## src/rtl/adc_osr_sequencer.sv

```systemverilog
`default_nettype none
// ============================================================================
// Module   : adc_osr_sequencer
// Purpose  : Triggers SAR conversions, accumulates 2^osr_sel samples per
//            frame, scales the sum to a 16-bit full-scale result and pulses
//            per-sample / per-frame completion strobes. A watchdog aborts a
//            frame when the SAR core never answers.
// Revision : 1.0 - initial release
// ============================================================================
module adc_osr_sequencer #(
  parameter int SAR_W   = 12,
  parameter int RES_W   = 16,
  parameter int TIMEOUT = 255
) (
  input  logic             clk,
  input  logic             rst,
  input  logic             enable,
  input  logic             cont_mode,
  input  logic             start,
  input  logic [2:0]       osr_sel,
  output logic             sar_start,
  input  logic             sar_done,
  input  logic [SAR_W-1:0] sar_data,
  output logic [RES_W-1:0] adc_res,
  output logic             adc_conv_finished,
  output logic             adc_conv_finished_osr,
  output logic             busy,
  output logic             timeout_err
);

  // 128 samples of SAR_W bits need 7 extra bits of headroom
  localparam int ACC_W = SAR_W + 7;
  localparam int TMR_W = $clog2(TIMEOUT + 1);

  localparam logic [1:0] S_IDLE  = 2'd0;
  localparam logic [1:0] S_START = 2'd1;
  localparam logic [1:0] S_WAIT  = 2'd2;
  localparam logic [1:0] S_DONE  = 2'd3;

  logic [1:0]       state;
  logic [1:0]       next_state;
  logic [ACC_W-1:0] acc;
  logic [7:0]       cnt;
  logic [TMR_W-1:0] timer;
  logic [2:0]       osr_r;
  logic [RES_W-1:0] scaled;
  logic             frame_req;
  logic             last_sample;
  logic             timer_exp;

  assign frame_req   = start | cont_mode;
  assign last_sample = (cnt == ((8'd1 << osr_r) - 8'd1));
  assign timer_exp   = (timer == TMR_W'(TIMEOUT - 1));

  // Normalise the sum to full scale: shift left for small frames, right
  // (truncating) for frames larger than 16 samples
  always_comb begin
    if (osr_r <= 3'd4) begin
      scaled = RES_W'(acc << (3'd4 - osr_r));
    end else begin
      scaled = RES_W'(acc >> (osr_r - 3'd4));
    end
  end

  // State register
  always_ff @(posedge clk) begin
    if (rst) begin
      state <= S_IDLE;
    end else begin
      state <= next_state;
    end
  end

  // Next-state logic; dropping enable abandons the frame from any state
  always_comb begin
    next_state = state;
    if (!enable) begin
      next_state = S_IDLE;
    end else begin
      case (state)
        S_IDLE:  if (frame_req) next_state = S_START;
        S_START: next_state = S_WAIT;
        S_WAIT: begin
          if (sar_done) begin
            next_state = last_sample ? S_DONE : S_START;
          end else if (timer_exp) begin
            next_state = S_IDLE;
          end
        end
        S_DONE:  next_state = S_IDLE;
        default: next_state = S_IDLE;
      endcase
    end
  end

  // State-decoded outputs
  always_comb begin
    sar_start = (state == S_START);
    busy      = (state != S_IDLE);
  end

  // Datapath: accumulator, sample counter, watchdog timer and result strobes
  always_ff @(posedge clk) begin
    if (rst) begin
      acc                   <= '0;
      cnt                   <= '0;
      timer                 <= '0;
      osr_r                 <= '0;
      adc_res               <= '0;
      adc_conv_finished     <= 1'b0;
      adc_conv_finished_osr <= 1'b0;
      timeout_err           <= 1'b0;
    end else begin
      adc_conv_finished     <= 1'b0;
      adc_conv_finished_osr <= 1'b0;
      if (enable) begin
        case (state)
          S_IDLE: begin
            if (frame_req) begin
              osr_r <= osr_sel;
              acc   <= '0;
              cnt   <= '0;
            end
          end
          S_START: begin
            timer <= '0;
          end
          S_WAIT: begin
            if (sar_done) begin
              acc               <= acc + {{(ACC_W-SAR_W){1'b0}}, sar_data};
              cnt               <= cnt + 8'd1;
              adc_conv_finished <= 1'b1;
            end else if (timer_exp) begin
              timeout_err <= 1'b1;
            end else begin
              timer <= timer + 1'b1;
            end
          end
          S_DONE: begin
            adc_res               <= scaled;
            adc_conv_finished_osr <= 1'b1;
          end
          default: ;
        endcase
      end
    end
  end

endmodule
`default_nettype wire

```

## config.mk

```make
export PLATFORM = sky130hd
export DESIGN_NAME = adc_osr_sequencer
export DESIGN_NICKNAME = d
export VERILOG_FILES = /design/src/rtl/adc_osr_sequencer.sv
export SDC_FILE = /design/constraint.sdc
export NUM_CORES = 1
export LEC_CHECK = 0
export ABC_AREA = 1
export BUFFER_PORTS_ARGS = -buffer_cell sky130_fd_sc_hd__buf_2
export CAP_MARGIN = 10
export CORE_ASPECT_RATIO = 1.1
export CORE_MARGIN = 2
export CORE_UTILIZATION = 40
export DETAILED_ROUTE_END_ITERATION = 6
export GPL_ROUTABILITY_DRIVEN = 0
export SLEW_MARGIN = 20
export SYNTH_ARGS = -nofsm -noshare
export SYNTH_HDL_FRONTEND = slang
export SYNTH_SLANG_ARGS = --single-unit
```

## constraint.sdc

```tcl
create_clock -name clk -period 5.6 [get_ports clk]
set_input_delay 1.12 -clock clk [delete_from_list [all_inputs] [get_ports clk]]
set_output_delay 1.12 -clock clk [all_outputs]
set_load 0.01 [all_outputs]
```

==> impl_metrics.tcl <==
set metrics [dict create \
    cts_buffers 9 \
    slowest_delay_ns 0.92 \
    tritoncts "built" \
    crit_chain "inv_2 -> ha_1 -> ha_1 -> inv_1 -> nor2_1 -> nand3_1 -> nand3_1 -> nand2_1 -> a21oi_1" \
    place_hpwl_um 9812 \
    fin_nets 878 \
    grt_max_degree 34 \
    clockRootBuffer "clkbuf_16" \
    syn_area_per_cell_um2 5.852 \
    hold_viol 0 \
    start_util 0.4115 \
    powerDensity_nw_per_um2 217.3 \
    cts_resized 0 \
    arrival_ns 3.54 \
    clk_path_buf_depth 2 \
    grt_pass1_vias 4449 \
    drv_slew 0 \
    drt_first_pass_iters 5 \
    yosysUniqueCellTypes 39 \
    synth_nets 856 \
    rr_endpoint "adc_res[15]" \
    end_kind "register" \
    port_buffers 41 \
    worstMarginPinSlew_ns 0.9612 \
    routed_via_density 5.121 \
    die_x_um 107.7 \
    cts_sinks 59 \
    critPathLaunchType "register" \
    synthesis.instances 808 \
    ant_nets 0 \
    fin_skew_ns 0.01197 \
    area_growth_pct 10.85 \
    crit_type "register to register" \
    post-route-min-period_ns 3.278 \
    grt_pass1_wl_um 21550 \
    max_cap_violations 0 \
    first_iter_violations 267 \
    yosys.area.top_type_share 0.2498 \
    vdd_drop_max_mv 0.1173 \
    core_um2 11490 \
    reg2reg_slack_ns 2.32 \
    cts_setup_buffers 0 \
    nFillCells 1254 \
    grt_setup_unrepaired "false" \
    dieArea_um2 12710 \
    fp-row-count 41 \
    reg2reg_depth 9 \
    htreeDepth 3 \
    finalWirelength_um 12920 \
    fin_crit_sh 0.5853 \
    grt_overflow 0 \
    yosysMostFrequentCell "nand2_1" \
    drt-wirelength-per-cell_um 13.13 \
    ys_seq_area_frac 0.2498 \
    cts_hold_buf 0 \
    relSlewSlack 0.3568 \
    min_from "timer[6]" \
    synth_edf_count 0 \
    place_inst 969 \
    hold_class "register to register" \
    setup_tns_ns 0 \
    fmax_mhz 305.1 \
    synthArstFlopShare 0 \
    clk_latency_ns 0.34 \
    synthTopCellsByArea "dfxtp_1 25%, nand2_1 23%, inv_1 7.2%" \
    track_usage 0.2090 \
    remaining_drc_errors 0 \
    synth-warning-count 0 \
    ios 42 \
    yosysTopAreaCell "dfxtp_1" \
    final_layout_size_suffix_gt1_frac 0.08633 \
    setup_viol 0 \
    finalNonFillerCells 984 \
    antenna_found_initial 0 \
    ys.flop_type "dfxtp_1" \
    regArea_um2 1181 \
    multi_input_area_um2 3030 \
    worst_hold_path.endpoint "timer[6]" \
    power_leakage_nw 2.515 \
    hold_depth 2 \
    crit_slowest_cell "dfxtp_1" \
    synth_area_um2 4728 \
    ys_seq_elements 59 \
    die_y_um 118.0 \
    clkTransAtPathRegs_ns 0.05 \
    cp_max_fo 33 \
    synth_common_cells "287 x nand2_1, 91 x inv_1, 76 x nor2_1" \
    diodes 0 \
    timing.rr.start "osr_r[0]" \
    vias 5039 \
    critPathRequiredTime_ns 5.86 \
    status "finished clean" \
]
-- layout by cell type (no fill, tap or decap), types with 2 or more instances in the layout --
| cell | Yosys | routed |
|---|---|---|
| a21boi_0 | 2 | 2 |
| a21o_1 | 2 | 2 |
| a21oi_1 | 51 | 51 |
| a31oi_1 | 4 | 4 |
| and2_1 | 3 | 3 |
| buf_2 | 14 | 41 |
| clkbuf_16 | 0 | 9 |
| clkbuf_8 | 0 | 3 |
| clkinv_2 | 0 | 2 |
| dfxtp_1 | 59 | 59 |
| ha_1 | 26 | 26 |
| inv_1 | 91 | 91 |
| inv_2 | 4 | 4 |
| nand2_1 | 287 | 287 |
| nand2_2 | 2 | 2 |
| nand3_1 | 56 | 56 |
| nand3_2 | 2 | 2 |
| nand3b_1 | 3 | 3 |
| nand4_1 | 8 | 8 |
| nor2_1 | 76 | 76 |
| nor2_2 | 2 | 2 |
| nor3_1 | 10 | 10 |
| nor3_2 | 2 | 2 |
| o211ai_1 | 6 | 6 |
| o21a_1 | 6 | 6 |
| o21ai_0 | 55 | 55 |
| o21ai_1 | 3 | 3 |
| o22ai_1 | 2 | 2 |
| or2_2 | 3 | 3 |
| xor2_1 | 5 | 5 |
-- worst max-delay path, delay by kind of cell, from the launching register on --
family          cells  cell delay, ns
simple gates        4            1.10
buf+inv             2            0.39
fa+ha+maj           2            0.66
compound gates      1            0.13
flops               1            0.92
-- logic make-up after synthesis --
group,Yosys count,synth area share
buffers and inverters,125,0.1093
AOI/OAI and AO/OA,134,0.1540
and+or+nand+nor,456,0.4006
adders and majority gates,27,0.07303
DFF,59,0.2498
muxes,1,0.002117
xor gates and xnor gates,6,0.01111
-- registers in the layout, indices dropped and copies added (netlist names) --
signal                 count
osr_r                      3
timeout_err                1
timer                      8
cnt                        8
adc_res                   16
state                      2
adc_conv_finished          1
acc                       19
adc_conv_finished_osr      1
-- worst max path at each step --
| stage | from | end | slack [ns] | depth (start not counted) |
|---|---|---|---|---|
| floorplan | sar_data[0] | acc[12] | 3.10 | 13 |
| global placement | osr_r[0] | adc_res[3] | 2.47 | 9 |
| detailed placement | osr_r[0] | adc_res[15] | 2.38 | 9 |
| CTS | osr_r[0] | adc_res[15] | 2.37 | 9 |
| global route | osr_r[0] | adc_res[15] | 1.99 | 9 |
| finish | osr_r[0] | adc_res[15] | 2.32 | 9 |
-- metrics by stage --
step / worst slack [ns] / util / power (mW) / instance area [um2] / hold slack (ns)
after floorplan: 3.096 / - / 0.5819 / 4728 / 0.4383
after global placement: 2.474 / 0.4317 / 0.6178 / 4961 / 0.4554
after detailed placement: 2.385 / 0.4317 / 0.6202 / 4961 / 0.4577
after CTS: 2.373 / 0.4561 / 1.144 / 5241 / 0.4664
after global routing: 1.995 / 0.4561 / 1.193 / 5241 / 0.4929
final: 2.322 / 0.4561 / 1.139 / 5241 / 0.4613
-- report_power, final --
group / internal [mW] / switching [mW]
clock network: 0.331 / 0.194
registers: 0.426 / 0.0154
logic: 0.0488 / 0.123
-- cell type report --
class | count | share of cell area
Clock inverter | 2 | 0.001910
Sequential cell | 59 | 0.2254
Inverter | 95 | 0.06804
Multi-Input combinational cell | 624 | 0.5782
Tap cell | 150 | 0.03581
Clock buffer | 13 | 0.05156
Timing Repair Buffer | 41 | 0.03915
-- layer usage --
metal	vias to the layer above	global-route usage	part of all wire
met1	2289	0.2910	0.50
met4	0	0.07532	0.019
met5	-	0	0
met2	108	0.3294	0.44
li1	2624	-	-
met3	18	0.02492	0.038
No activity file was read; power rests on OpenSTA's default activity.
